File: config.mk
export PLATFORM = sky130hd
export DESIGN_NAME = rle_packet_uart_scheduler
export DESIGN_NICKNAME = d
export VERILOG_FILES = /design/src/rtl/rle_packet_uart_scheduler.sv
export SDC_FILE = /design/constraint.sdc
export NUM_CORES = 1
export LEC_CHECK = 0
export BUFFER_PORTS_ARGS = -buffer_cell sky130_fd_sc_hd__buf_4
export CORE_ASPECT_RATIO = 1.2
export CORE_MARGIN = 4
export CORE_UTILIZATION = 51
export CTS_CLUSTER_SIZE = 14
export DETAILED_ROUTE_END_ITERATION = 16
export MAX_ROUTING_LAYER = met4
export PLACE_DENSITY = 0.85
export SLEW_MARGIN = 20
export SYNTH_ARGS = -nofsm -noshare
export SYNTH_HDL_FRONTEND = slang
export SYNTH_SLANG_ARGS = --single-unit
File: constraint.sdc
create_clock -name CLK -period 2.7 [get_ports CLK]
set_input_delay 0.27 -clock CLK [delete_from_list [all_inputs] [get_ports CLK]]
set_output_delay 0.27 -clock CLK [all_outputs]
set_load 0.01 [all_outputs]
File: src/rtl/rle_packet_uart_scheduler.sv
// Round-robin scheduler that shares one UART transmitter between the Y/U/V RLE
// packet builders, stamping a wrapping packet ID into byte 0 of each packet.
module rle_packet_uart_scheduler #(
  parameter int PacketLength = 6,
  parameter int IdModulo     = 255
) (
  input  logic                      CLK,
  input  logic                      RST,
  input  logic [2:0]                i_req,
  input  logic [8*PacketLength-1:0] i_pkt_y,
  input  logic [8*PacketLength-1:0] i_pkt_u,
  input  logic [8*PacketLength-1:0] i_pkt_v,
  input  logic                      i_tx_busy,
  output logic                      o_tx_start,
  output logic [7:0]                o_tx_data,
  output logic [2:0]                o_ack,
  output logic [1:0]                o_active_ch,
  output logic                      o_busy,
  output logic [7:0]                o_next_id
);

  localparam int CntW = (PacketLength > 1) ? $clog2(PacketLength) : 1;

  typedef enum logic [2:0] {
    IDLE,
    SEND,
    WAIT_HI,
    WAIT_LO,
    DONE
  } state_t;

  state_t                    state_q, state_d;
  logic [7:0]                buf_q [PacketLength];
  logic [7:0]                buf_d [PacketLength];
  logic [CntW-1:0]           cnt_q, cnt_d;
  logic                      tx_start_q, tx_start_d;
  logic [7:0]                tx_data_q, tx_data_d;
  logic [2:0]                ack_q, ack_d;
  logic [2:0]                ack_prev_q, ack_prev_d;
  logic [1:0]                active_q, active_d;
  logic [7:0]                next_id_q, next_id_d;
  logic [1:0]                rr_q, rr_d;

  logic [2:0]                req_m;
  logic                      pick_vld;
  logic [1:0]                pick_ch;
  logic [2:0]                cand;
  logic [8*PacketLength-1:0] pick_pkt;
  logic [8:0]                id_inc;

  // A requester still holds its level during the cycle after its ack, so that
  // channel is masked for one IDLE cycle to avoid a spurious re-grant.
  always_comb begin
    req_m    = i_req & ~ack_prev_q;
    pick_vld = 1'b0;
    pick_ch  = 2'd0;
    cand     = '0;
    for (int unsigned i = 0; i < 3; i++) begin
      cand = {1'b0, rr_q} + 3'(i);
      if (cand > 3'd2) cand = cand - 3'd3;
      if (!pick_vld && req_m[cand[1:0]]) begin
        pick_vld = 1'b1;
        pick_ch  = cand[1:0];
      end
    end
    case (pick_ch)
      2'd0:    pick_pkt = i_pkt_y;
      2'd1:    pick_pkt = i_pkt_u;
      default: pick_pkt = i_pkt_v;
    endcase
  end

  always_comb begin
    state_d    = state_q;
    buf_d      = buf_q;
    cnt_d      = cnt_q;
    tx_start_d = 1'b0;
    tx_data_d  = tx_data_q;
    ack_d      = '0;
    ack_prev_d = ack_q;
    active_d   = active_q;
    next_id_d  = next_id_q;
    rr_d       = rr_q;
    id_inc     = {1'b0, next_id_q} + 9'd1;

    case (state_q)
      IDLE: begin
        if (pick_vld) begin
          for (int unsigned k = 0; k < PacketLength; k++) begin
            buf_d[k] = pick_pkt[8*(PacketLength-k)-1 -: 8];
          end
          buf_d[0] = next_id_q;
          active_d = pick_ch;
          cnt_d    = '0;
          state_d  = SEND;
        end
      end
      SEND: begin
        if (!i_tx_busy) begin
          tx_data_d  = buf_q[cnt_q];
          tx_start_d = 1'b1;
          state_d    = WAIT_HI;
        end
      end
      WAIT_HI: begin
        if (i_tx_busy) state_d = WAIT_LO;
      end
      WAIT_LO: begin
        if (!i_tx_busy) begin
          if (cnt_q == CntW'(PacketLength - 1)) begin
            ack_d   = 3'b001 << active_q;
            state_d = DONE;
          end else begin
            cnt_d   = cnt_q + CntW'(1);
            state_d = SEND;
          end
        end
      end
      DONE: begin
        next_id_d = (id_inc == 9'(IdModulo)) ? '0 : id_inc[7:0];
        rr_d      = (active_q == 2'd2) ? 2'd0 : active_q + 2'd1;
        active_d  = 2'd3;
        state_d   = IDLE;
      end
      default: state_d = IDLE;
    endcase
  end

  always_ff @(posedge CLK) begin
    if (!RST) begin
      state_q    <= IDLE;
      for (int unsigned k = 0; k < PacketLength; k++) begin
        buf_q[k] <= '0;
      end
      cnt_q      <= '0;
      tx_start_q <= 1'b0;
      tx_data_q  <= '0;
      ack_q      <= '0;
      ack_prev_q <= '0;
      active_q   <= 2'd3;
      next_id_q  <= '0;
      rr_q       <= 2'd0;
    end else begin
      state_q    <= state_d;
      buf_q      <= buf_d;
      cnt_q      <= cnt_d;
      tx_start_q <= tx_start_d;
      tx_data_q  <= tx_data_d;
      ack_q      <= ack_d;
      ack_prev_q <= ack_prev_d;
      active_q   <= active_d;
      next_id_q  <= next_id_d;
      rr_q       <= rr_d;
    end
  end

  assign o_tx_start  = tx_start_q;
  assign o_tx_data   = tx_data_q;
  assign o_ack       = ack_q;
  assign o_active_ch = active_q;
  assign o_busy      = (state_q != IDLE);
  assign o_next_id   = next_id_q;

endmodule
==> impl_metrics.xml, run 1 <==
<?xml version="1.0" encoding="UTF-8"?>
<metrics>
  <group name="worst_setup_path">
    <metric name="critPathRequiredTime" unit="ns">2.91</metric>
    <metric name="cp-start-kind" unit="">flop</metric>
    <metric name="cp_cell_sequence" unit="">inv_1 -&gt; ha_1 -&gt; or3b_4 -&gt; o211a_1 -&gt; or4_1 -&gt; buf_6 -&gt; o2111ai_1 -&gt; a31oi_1</metric>
    <metric name="r2r_setup_slack" unit="ns">0.11</metric>
    <metric name="timing.critical_path.to" unit="">buf_q[33]</metric>
    <metric name="timing.critical_path.from" unit="">rr_q[0]</metric>
    <metric name="critical_path_max_stage_delay" unit="ns">0.54</metric>
    <metric name="worst-endpoint-arrival" unit="ns">2.81</metric>
    <metric name="cp-end-kind" unit="">flop</metric>
    <metric name="r2r-start" unit="">rr_q[0]</metric>
    <metric name="regToRegEndpoint" unit="">buf_q[33]</metric>
    <metric name="timing.reg2reg.worst_path_depth" unit="">8</metric>
    <metric name="cp_slowest_cell" unit="">or4_1</metric>
    <metric name="worstSetupPathType" unit="">flop to flop</metric>
    <metric name="worstPathMaxFanout" unit="">40</metric>
  </group>
  <group name="grt">
    <metric name="grt_most_used_layer" unit="">met2</metric>
    <metric name="grt-ovfl-total" unit="">0</metric>
    <metric name="grt_max_degree" unit="">51</metric>
    <metric name="grt_util_all_layers" unit="">0.281</metric>
    <metric name="grt_first_pass_wirelength" unit="mm">26.0</metric>
    <metric name="met2_resource_use_gr" unit="">0.459</metric>
    <metric name="via_count_of_the_first_global_routing_pass" unit="">5423</metric>
    <metric name="grt_util_met3" unit="">0.0364</metric>
    <metric name="grt_antenna_before_repair" unit="">0</metric>
    <metric name="grtUsageMet1" unit="">0.356</metric>
  </group>
  <group name="sta">
    <metric name="setup_viol" unit="">0</metric>
    <metric name="worstMarginPinSlew" unit="ns">0.773</metric>
    <metric name="final.min_clock_period" unit="ns">2.59</metric>
    <metric name="fin_worst_hold_slack" unit="ns">0.207</metric>
    <metric name="finalCritPeriodShare" unit="">0.960</metric>
    <metric name="relSlewSlack" unit="">0.482</metric>
    <metric name="maximum_clock_rate" unit="GHz">0.386</metric>
    <metric name="skew" unit="ns">0.00756</metric>
    <metric name="final_max_slew_viol_count" unit="">0</metric>
    <metric name="finalHoldViolCount" unit="">0</metric>
  </group>
  <group name="die">
    <metric name="dieWidth" unit="microns">98.4</metric>
    <metric name="die_area" unit="sq mm">0.0115</metric>
    <metric name="initial_util" unit="">0.523</metric>
    <metric name="row_count" unit="">39</metric>
    <metric name="core-area" unit="sq mm">0.00956</metric>
    <metric name="chipHeight" unit="microns">117</metric>
    <metric name="top_level_ports" unit="">173</metric>
  </group>
  <group name="pwr">
    <metric name="vdd.ir_drop.worst" unit="mV">0.262</metric>
    <metric name="design_power_total" unit="mW">3.37</metric>
    <metric name="powerDensity" unit="mW/mm^2">510</metric>
    <metric name="p_leak" unit="nW">2.57</metric>
  </group>
  <group name="placement">
    <metric name="placedInstanceArea" unit="sq mm">0.00629</metric>
    <metric name="port_buffers" unit="">148</metric>
    <metric name="dp_hpwl" unit="mm">11.1</metric>
    <metric name="finalWeightedCongestion" unit="">0.889</metric>
  </group>
  <group name="cells_and_area">
    <metric name="finish.utilization" unit="">0.690</metric>
    <metric name="post_route_cells_drive_above_1_share" unit="">0.287</metric>
    <metric name="final_common_cell" unit="">buf_4</metric>
    <metric name="num_antenna_cells" unit="">0</metric>
    <metric name="fill_cell_total_of_the_finished_layout" unit="">776</metric>
    <metric name="finalNetCount" unit="">894</metric>
    <metric name="syn2layout_area_growth" unit="%">31.9</metric>
    <metric name="leading_cell_types_in_the_layout_fill_and_taps_excluded" unit="">buf_4, dfxtp_1, nand2_1</metric>
    <metric name="multiInputGateArea" unit="sq mm">0.00301</metric>
    <metric name="layout.cell_area.non_filler" unit="sq mm">0.00660</metric>
    <metric name="regArea" unit="sq mm">0.00162</metric>
  </group>
  <group name="clocking">
    <metric name="cts_buffers" unit="">9</metric>
    <metric name="cts_tree" unit="">built</metric>
    <metric name="clock_tree.root_cell" unit="">clkbuf_16</metric>
    <metric name="clk_path_buf_depth" unit="">2</metric>
    <metric name="cts_num_sinks" unit="">81</metric>
    <metric name="cts.reportedPaths.clkPinSlew" unit="ns">0.06</metric>
    <metric name="worst_skew_pair.late_latency" unit="ns">0.33</metric>
    <metric name="post-cts-setup-buffers" unit="">0</metric>
    <metric name="cts_hold_buf" unit="">0</metric>
    <metric name="maximum_level_of_the_cts_h_tree" unit="">3</metric>
  </group>
  <group name="synth">
    <metric name="postSynthRegisterBits" unit="">81</metric>
    <metric name="yosys.area.top_type" unit="">dfxtp_1</metric>
    <metric name="synth.area.top_cells" unit="">dfxtp_1, a211oi_1, o2111ai_1</metric>
    <metric name="synth_top_cell_area_share" unit="">0.324</metric>
    <metric name="synthesis.instances" unit="">615</metric>
    <metric name="synth-seq-area-share" unit="">0.324</metric>
    <metric name="synth_enable_flop_cells" unit="">0</metric>
    <metric name="synth.cell_area" unit="sq mm">0.00500</metric>
    <metric name="synthesis.nets" unit="">772</metric>
    <metric name="synth_cell_types" unit="">58</metric>
    <metric name="synth_async_sr_flop_share" unit="">0</metric>
    <metric name="synth-warning-count" unit="">0</metric>
    <metric name="synth_top_flop_cell" unit="">dfxtp_1</metric>
    <metric name="synth.avg_cell_area" unit="sq um">8.14</metric>
  </group>
  <group name="worst_hold_path">
    <metric name="hold_path_class" unit="">primary input to flop</metric>
  </group>
  <group name="detailed_routing">
    <metric name="via_per_inst" unit="">6.45</metric>
    <metric name="first_pass_iteration_count_of_the_detailed_router" unit="">6</metric>
    <metric name="drt_iter0_drc" unit="">560</metric>
    <metric name="final_antenna_net_count" unit="">0</metric>
    <metric name="finalWirelength" unit="mm">15.9</metric>
    <metric name="route.detailed.drc" unit="">0</metric>
    <metric name="drt-wirelength-per-cell" unit="microns">18.3</metric>
    <metric name="dr_total_vias" unit="">5577</metric>
  </group>
  <group name="outcome">
    <metric name="run_status" unit="">complete, no violations</metric>
  </group>
  <group name="run">
    <metric name="maxCapViolCount" unit="">0</metric>
  </group>
</metrics>
sequential cells by signal, summed over array words and instances, names as in the netlist:
name         count
cnt_q            3
o_ack            3
state_q          3
ack_prev_q       3
o_tx_start       1
o_next_id        8
o_tx_data        8
o_active_ch      2
rr_q             2
buf_q           48
timing repair:
item / CTS / global route
endpoints found under the setup margin: 50 / 41
gates cloned: 0 / 0
resized for setup: 1 / 4
area by class of cell:
| type | instances | area share |
|---|---|---|
| Clock buffer | 10 | 0.0347 |
| Clock inverter | 6 | 0.00986 |
| Inverter | 50 | 0.0284 |
| Multi-Input combinational cell | 425 | 0.456 |
| Timing Repair Buffer | 170 | 0.202 |
| Sequential cell | 81 | 0.246 |
| Tap cell | 123 | 0.0233 |
where the power goes:
| group | internal [mW] | switching, mW |
|---|---|---|
| Clock | 0.720 | 0.503 |
| Sequential | 1.31 | 0.0758 |
| Combinational | 0.367 | 0.387 |
critical path, delay by kind of cell, from the launching register on:
kind | cells | cell delay (ns)
fa+ha+maj | 1 | 0.22
buf+inv | 2 | 0.31
simple gates | 2 | 0.97
compound gates | 3 | 0.61
flops | 1 | 0.34
worst min-delay path by stage:
stage / start / to / slack (ns) / depth (start not counted)
2_1_floorplan: i_pkt_u[19] / buf_q[19] / 0.42 / 2
3_3_place_gp: buf_q[45] / buf_q[45] / 0.44 / 2
3_5_place_dp: buf_q[41] / buf_q[41] / 0.45 / 2
4_1_cts: i_pkt_u[24] / buf_q[24] / 0.21 / 3
5_1_grt: i_pkt_u[18] / buf_q[18] / 0.22 / 3
6_report: i_pkt_u[24] / buf_q[24] / 0.21 / 3
metrics by stage:
stage | cells | setup TNS (ns) | setup slack, ns
6_report | 865 | 0 | 0.108
5_1_grt | 865 | -0.000605 | -0.000605
4_1_cts | 865 | 0 | 0.0154
3_5_place_dp | 849 | -5.80 | -0.188
3_3_place_gp | 849 | -0.0433 | -0.0116
2_1_floorplan | 615 | 0 | 0.286
cell usage after synthesis (8+ instances only):
| cell type | n |
|---|---|
| clkbuf_1 | 52 |
| o2111ai_1 | 40 |
| mux2_2 | 8 |
| dfxtp_1 | 81 |
| nand2_1 | 69 |
| o2bb2ai_1 | 40 |
| inv_1 | 48 |
| mux4_2 | 8 |
| a31oi_1 | 41 |
| nor2_1 | 24 |
| a211oi_1 | 48 |
| o21ai_0 | 42 |
| a22oi_1 | 9 |
| a21oi_1 | 12 |
logic make-up after synthesis:
group / count (synthesis) / synth area share
flops: 81 / 0.324
compound gates: 255 / 0.370
buf+inv: 109 / 0.0883
fa+ha+maj: 7 / 0.0175
simple gates: 142 / 0.137
xor+xnor: 5 / 0.00875
mux: 16 / 0.0540
metal layers:
layer / up-vias / part of all wire
met5: - / 0
met3: 54 / 0.076
met2: 326 / 0.48
met4: 0 / 0.033
met1: 2610 / 0.41
li1: 2587 / -
No activity file was read; power rests on OpenSTA's default activity.
==> run 2, diff against run 1 <==
- CORE_UTILIZATION: 51 -> 52
- CTS_BUF_LIST: not set -> sky130_fd_sc_hd__clkbuf_4
- PLACE_DENSITY: 0.85 -> 0.87
- SKIP_CTS_REPAIR_TIMING: not set -> 1
==> run 2 against run 1 <==
  * Combinational power hardly changed
  * Wire length increased by 1.5%
  * Clock skew increased by 0.012 ns
  * First-iteration DRC count down 4.5%
  * Clock power decreased by 33%
  * Maximum frequency rose by 0.39%
  * Total power shrank 12%
  * Core utilization rose by 1.2 points
  * Sequential power about the same
  * Global-route usage grew 0.62 points
  * Register-to-register slack about the same
  * Flip-flop and latch count did not move
  * Largest power group unchanged
==> impl_metrics.xml, run 2 (synthesis results as in run 1) <==
<?xml version="1.0" encoding="UTF-8"?>
<metrics>
  <group name="pwr">
    <metric name="power_frac_seq" unit="">0.470</metric>
    <metric name="powerDensity" unit="mW/mm^2">459</metric>
    <metric name="design_power_total" unit="mW">2.98</metric>
    <metric name="comb_power_share" unit="">0.254</metric>
    <metric name="p_leak" unit="nW">2.52</metric>
    <metric name="vdd.ir_drop.worst" unit="mV">0.229</metric>
    <metric name="share_clk_of_total_power" unit="">0.277</metric>
    <metric name="switching_share" unit="">0.308</metric>
    <metric name="net-switching-power" unit="mW">0.918</metric>
    <metric name="cell_internal_pwr" unit="mW">2.06</metric>
  </group>
  <group name="sta">
    <metric name="setup_viol" unit="">0</metric>
    <metric name="final.min_clock_period" unit="ns">2.58</metric>
    <metric name="relSlewSlack" unit="">0.580</metric>
    <metric name="skew" unit="ns">0.0193</metric>
    <metric name="final_max_slew_viol_count" unit="">0</metric>
    <metric name="grt_setup_unrepaired" unit="">false</metric>
    <metric name="finalHoldViolCount" unit="">0</metric>
    <metric name="setup-tns-final" unit="ns">0</metric>
    <metric name="worstMarginPinSlew" unit="ns">0.630</metric>
    <metric name="finalCritPeriodShare" unit="">0.956</metric>
    <metric name="post_route_worst_setup_slack" unit="ns">0.118</metric>
    <metric name="fin_worst_hold_slack" unit="ns">0.0742</metric>
    <metric name="maximum_clock_rate" unit="GHz">0.387</metric>
  </group>
  <group name="worst_setup_path">
    <metric name="timing.reg2reg.worst_path_depth" unit="">8</metric>
    <metric name="crit_family" unit="">simple AND/OR/NAND/NOR gates</metric>
    <metric name="path_buf_inv" unit="">2</metric>
    <metric name="regToRegEndpoint" unit="">buf_q[10]</metric>
    <metric name="cp-end-kind" unit="">flop</metric>
    <metric name="r2r_setup_slack" unit="ns">0.12</metric>
    <metric name="worstPathMaxFanout" unit="">51</metric>
    <metric name="worst-endpoint-arrival" unit="ns">2.92</metric>
    <metric name="critPathRequiredTime" unit="ns">3.04</metric>
    <metric name="timing.critical_path.from" unit="">rr_q[0]</metric>
    <metric name="cp_slowest_cell" unit="">or4b_1</metric>
    <metric name="worstSetupPathType" unit="">flop to flop</metric>
    <metric name="cp-start-kind" unit="">flop</metric>
    <metric name="r2r-start" unit="">rr_q[0]</metric>
    <metric name="cp_cell_sequence" unit="">inv_1 -&gt; ha_1 -&gt; or4b_1 -&gt; nand2_1 -&gt; o41ai_4 -&gt; buf_12 -&gt; a211oi_1 -&gt; a31oi_1</metric>
    <metric name="critical_path_max_stage_delay" unit="ns">0.58</metric>
  </group>
  <group name="detailed_routing">
    <metric name="first_pass_iteration_count_of_the_detailed_router" unit="">5</metric>
    <metric name="drt_iter0_drc" unit="">535</metric>
    <metric name="finalWirelength" unit="mm">16.1</metric>
    <metric name="route.detailed.drc" unit="">0</metric>
    <metric name="drt-wirelength-per-cell" unit="microns">18.7</metric>
    <metric name="via_per_inst" unit="">6.37</metric>
    <metric name="final_antenna_net_count" unit="">0</metric>
    <metric name="dr_total_vias" unit="">5494</metric>
  </group>
  <group name="placement">
    <metric name="finalWeightedCongestion" unit="">0.859</metric>
    <metric name="dp_cells" unit="">844</metric>
    <metric name="placedInstanceArea" unit="sq mm">0.00631</metric>
    <metric name="port_buffers" unit="">148</metric>
    <metric name="dp_worst_setup_slack" unit="ns">0.156</metric>
    <metric name="dp_hpwl" unit="mm">11.4</metric>
  </group>
  <group name="grt">
    <metric name="grtUsageMet1" unit="">0.335</metric>
    <metric name="grt_antenna_before_repair" unit="">1</metric>
    <metric name="grt_first_pass_wirelength" unit="mm">25.5</metric>
    <metric name="grt_max_degree" unit="">52</metric>
    <metric name="grt_util_all_layers" unit="">0.287</metric>
    <metric name="grt_util_met3" unit="">0.0494</metric>
    <metric name="via_count_of_the_first_global_routing_pass" unit="">5309</metric>
    <metric name="grt_most_used_layer" unit="">met2</metric>
    <metric name="met2_resource_use_gr" unit="">0.487</metric>
    <metric name="grt-ovfl-total" unit="">0</metric>
  </group>
  <group name="cells_and_area">
    <metric name="fill_cell_total_of_the_finished_layout" unit="">752</metric>
    <metric name="layout.cell_area.non_filler" unit="sq mm">0.00648</metric>
    <metric name="layout_cells_excl_fill" unit="">862</metric>
    <metric name="post_route_cells_drive_above_1_share" unit="">0.282</metric>
    <metric name="largest_register_ffs" unit="">48</metric>
    <metric name="finish.utilization" unit="">0.702</metric>
    <metric name="largest_register_by_flop_count" unit="">buf_q</metric>
    <metric name="final_common_cell" unit="">buf_4</metric>
    <metric name="syn2layout_area_growth" unit="%">29.5</metric>
    <metric name="finalNetCount" unit="">893</metric>
    <metric name="leading_cell_types_in_the_layout_fill_and_taps_excluded" unit="">buf_4, dfxtp_1, nand2_1</metric>
  </group>
  <group name="worst_hold_path">
    <metric name="hold-path-cell-count" unit="">3</metric>
    <metric name="holdCritStartpoint" unit="">i_pkt_u[19]</metric>
    <metric name="hold-path-endpoint" unit="">buf_q[19]</metric>
    <metric name="hold_path_class" unit="">primary input to flop</metric>
  </group>
  <group name="clocking">
    <metric name="maximum_level_of_the_cts_h_tree" unit="">3</metric>
    <metric name="cts_buffers" unit="">9</metric>
    <metric name="cts.reportedPaths.clkPinSlew" unit="ns">0.14</metric>
    <metric name="worst_skew_pair.late_latency" unit="ns">0.46</metric>
    <metric name="cts_tree" unit="">built</metric>
    <metric name="clk_path_buf_depth" unit="">2</metric>
    <metric name="clock_tree.root_cell" unit="">clkbuf_4</metric>
    <metric name="cts_num_sinks" unit="">81</metric>
  </group>
  <group name="die">
    <metric name="row_count" unit="">38</metric>
    <metric name="initial_util" unit="">0.542</metric>
    <metric name="dieWidth" unit="microns">97.5</metric>
    <metric name="chipHeight" unit="microns">115</metric>
    <metric name="die_area" unit="sq mm">0.0113</metric>
    <metric name="top_level_ports" unit="">173</metric>
    <metric name="core-area" unit="sq mm">0.00922</metric>
  </group>
  <group name="run">
    <metric name="maxCapViolCount" unit="">0</metric>
  </group>
  <group name="outcome">
    <metric name="run_status" unit="">complete, no violations</metric>
  </group>
</metrics>
-- run 2: changes by cell type in the layout (fill, tap and decap cells not counted), sizes merged --
cell    before  now
clkinv       4    5
bufinv       1    2
diode        0    1
inv         50   49
clkbuf      10    9
buf        170  169
-- run 2: final cells by class --
class                   instances  area (sq um)  area share
multi-input cells             425          3000       0.463
clock inverters                 7          93.8      0.0145
diodes                          1          2.50    0.000386
clock buffers                   9          67.6      0.0104
flip-flops and latches         81          1620       0.250
well taps                     120           150      0.0232
repair buffers                169          1360       0.209
inverters                      50           188      0.0290
-- run 2: tightest hold or removal path, cell delays in order --
cell	delay, ns
buf_4	0.11
nand2_1	0.05
a31oi_1	0.07
-- run 2: worst max-delay path by stage --
| stage | end | depth (start not counted) |
|---|---|---|
| 4_1_cts | buf_q[10] | 8 |
| 3_5_place_dp | buf_q[10] | 8 |
| 2_1_floorplan | buf_q[0] | 9 |
| 3_3_place_gp | buf_q[2] | 8 |
| 6_report | buf_q[10] | 8 |
| 5_1_grt | buf_q[20] | 8 |
-- run 2: per-layer routing --
| layer | vias to the layer above | wire (microns) | share of wire |
|---|---|---|---|
| li1 | 2592 | - | - |
| met3 | 41 | 1280 | 0.079 |
| met5 | - | 0 | 0 |
| met1 | 2580 | 6080 | 0.38 |
| met2 | 281 | 8240 | 0.51 |
| met4 | 0 | 512 | 0.032 |
-- run 2: power groups by stage --
stage               combinational [mW]  sequential, mW  clock (mW)
floorplan                        0.412            1.39           0
global placement                 0.724            1.42           0
CTS                              0.749            1.40       0.825
finish                           0.755            1.40       0.823
detailed placement               0.745            1.42           0
global route                     0.825            1.41       0.880
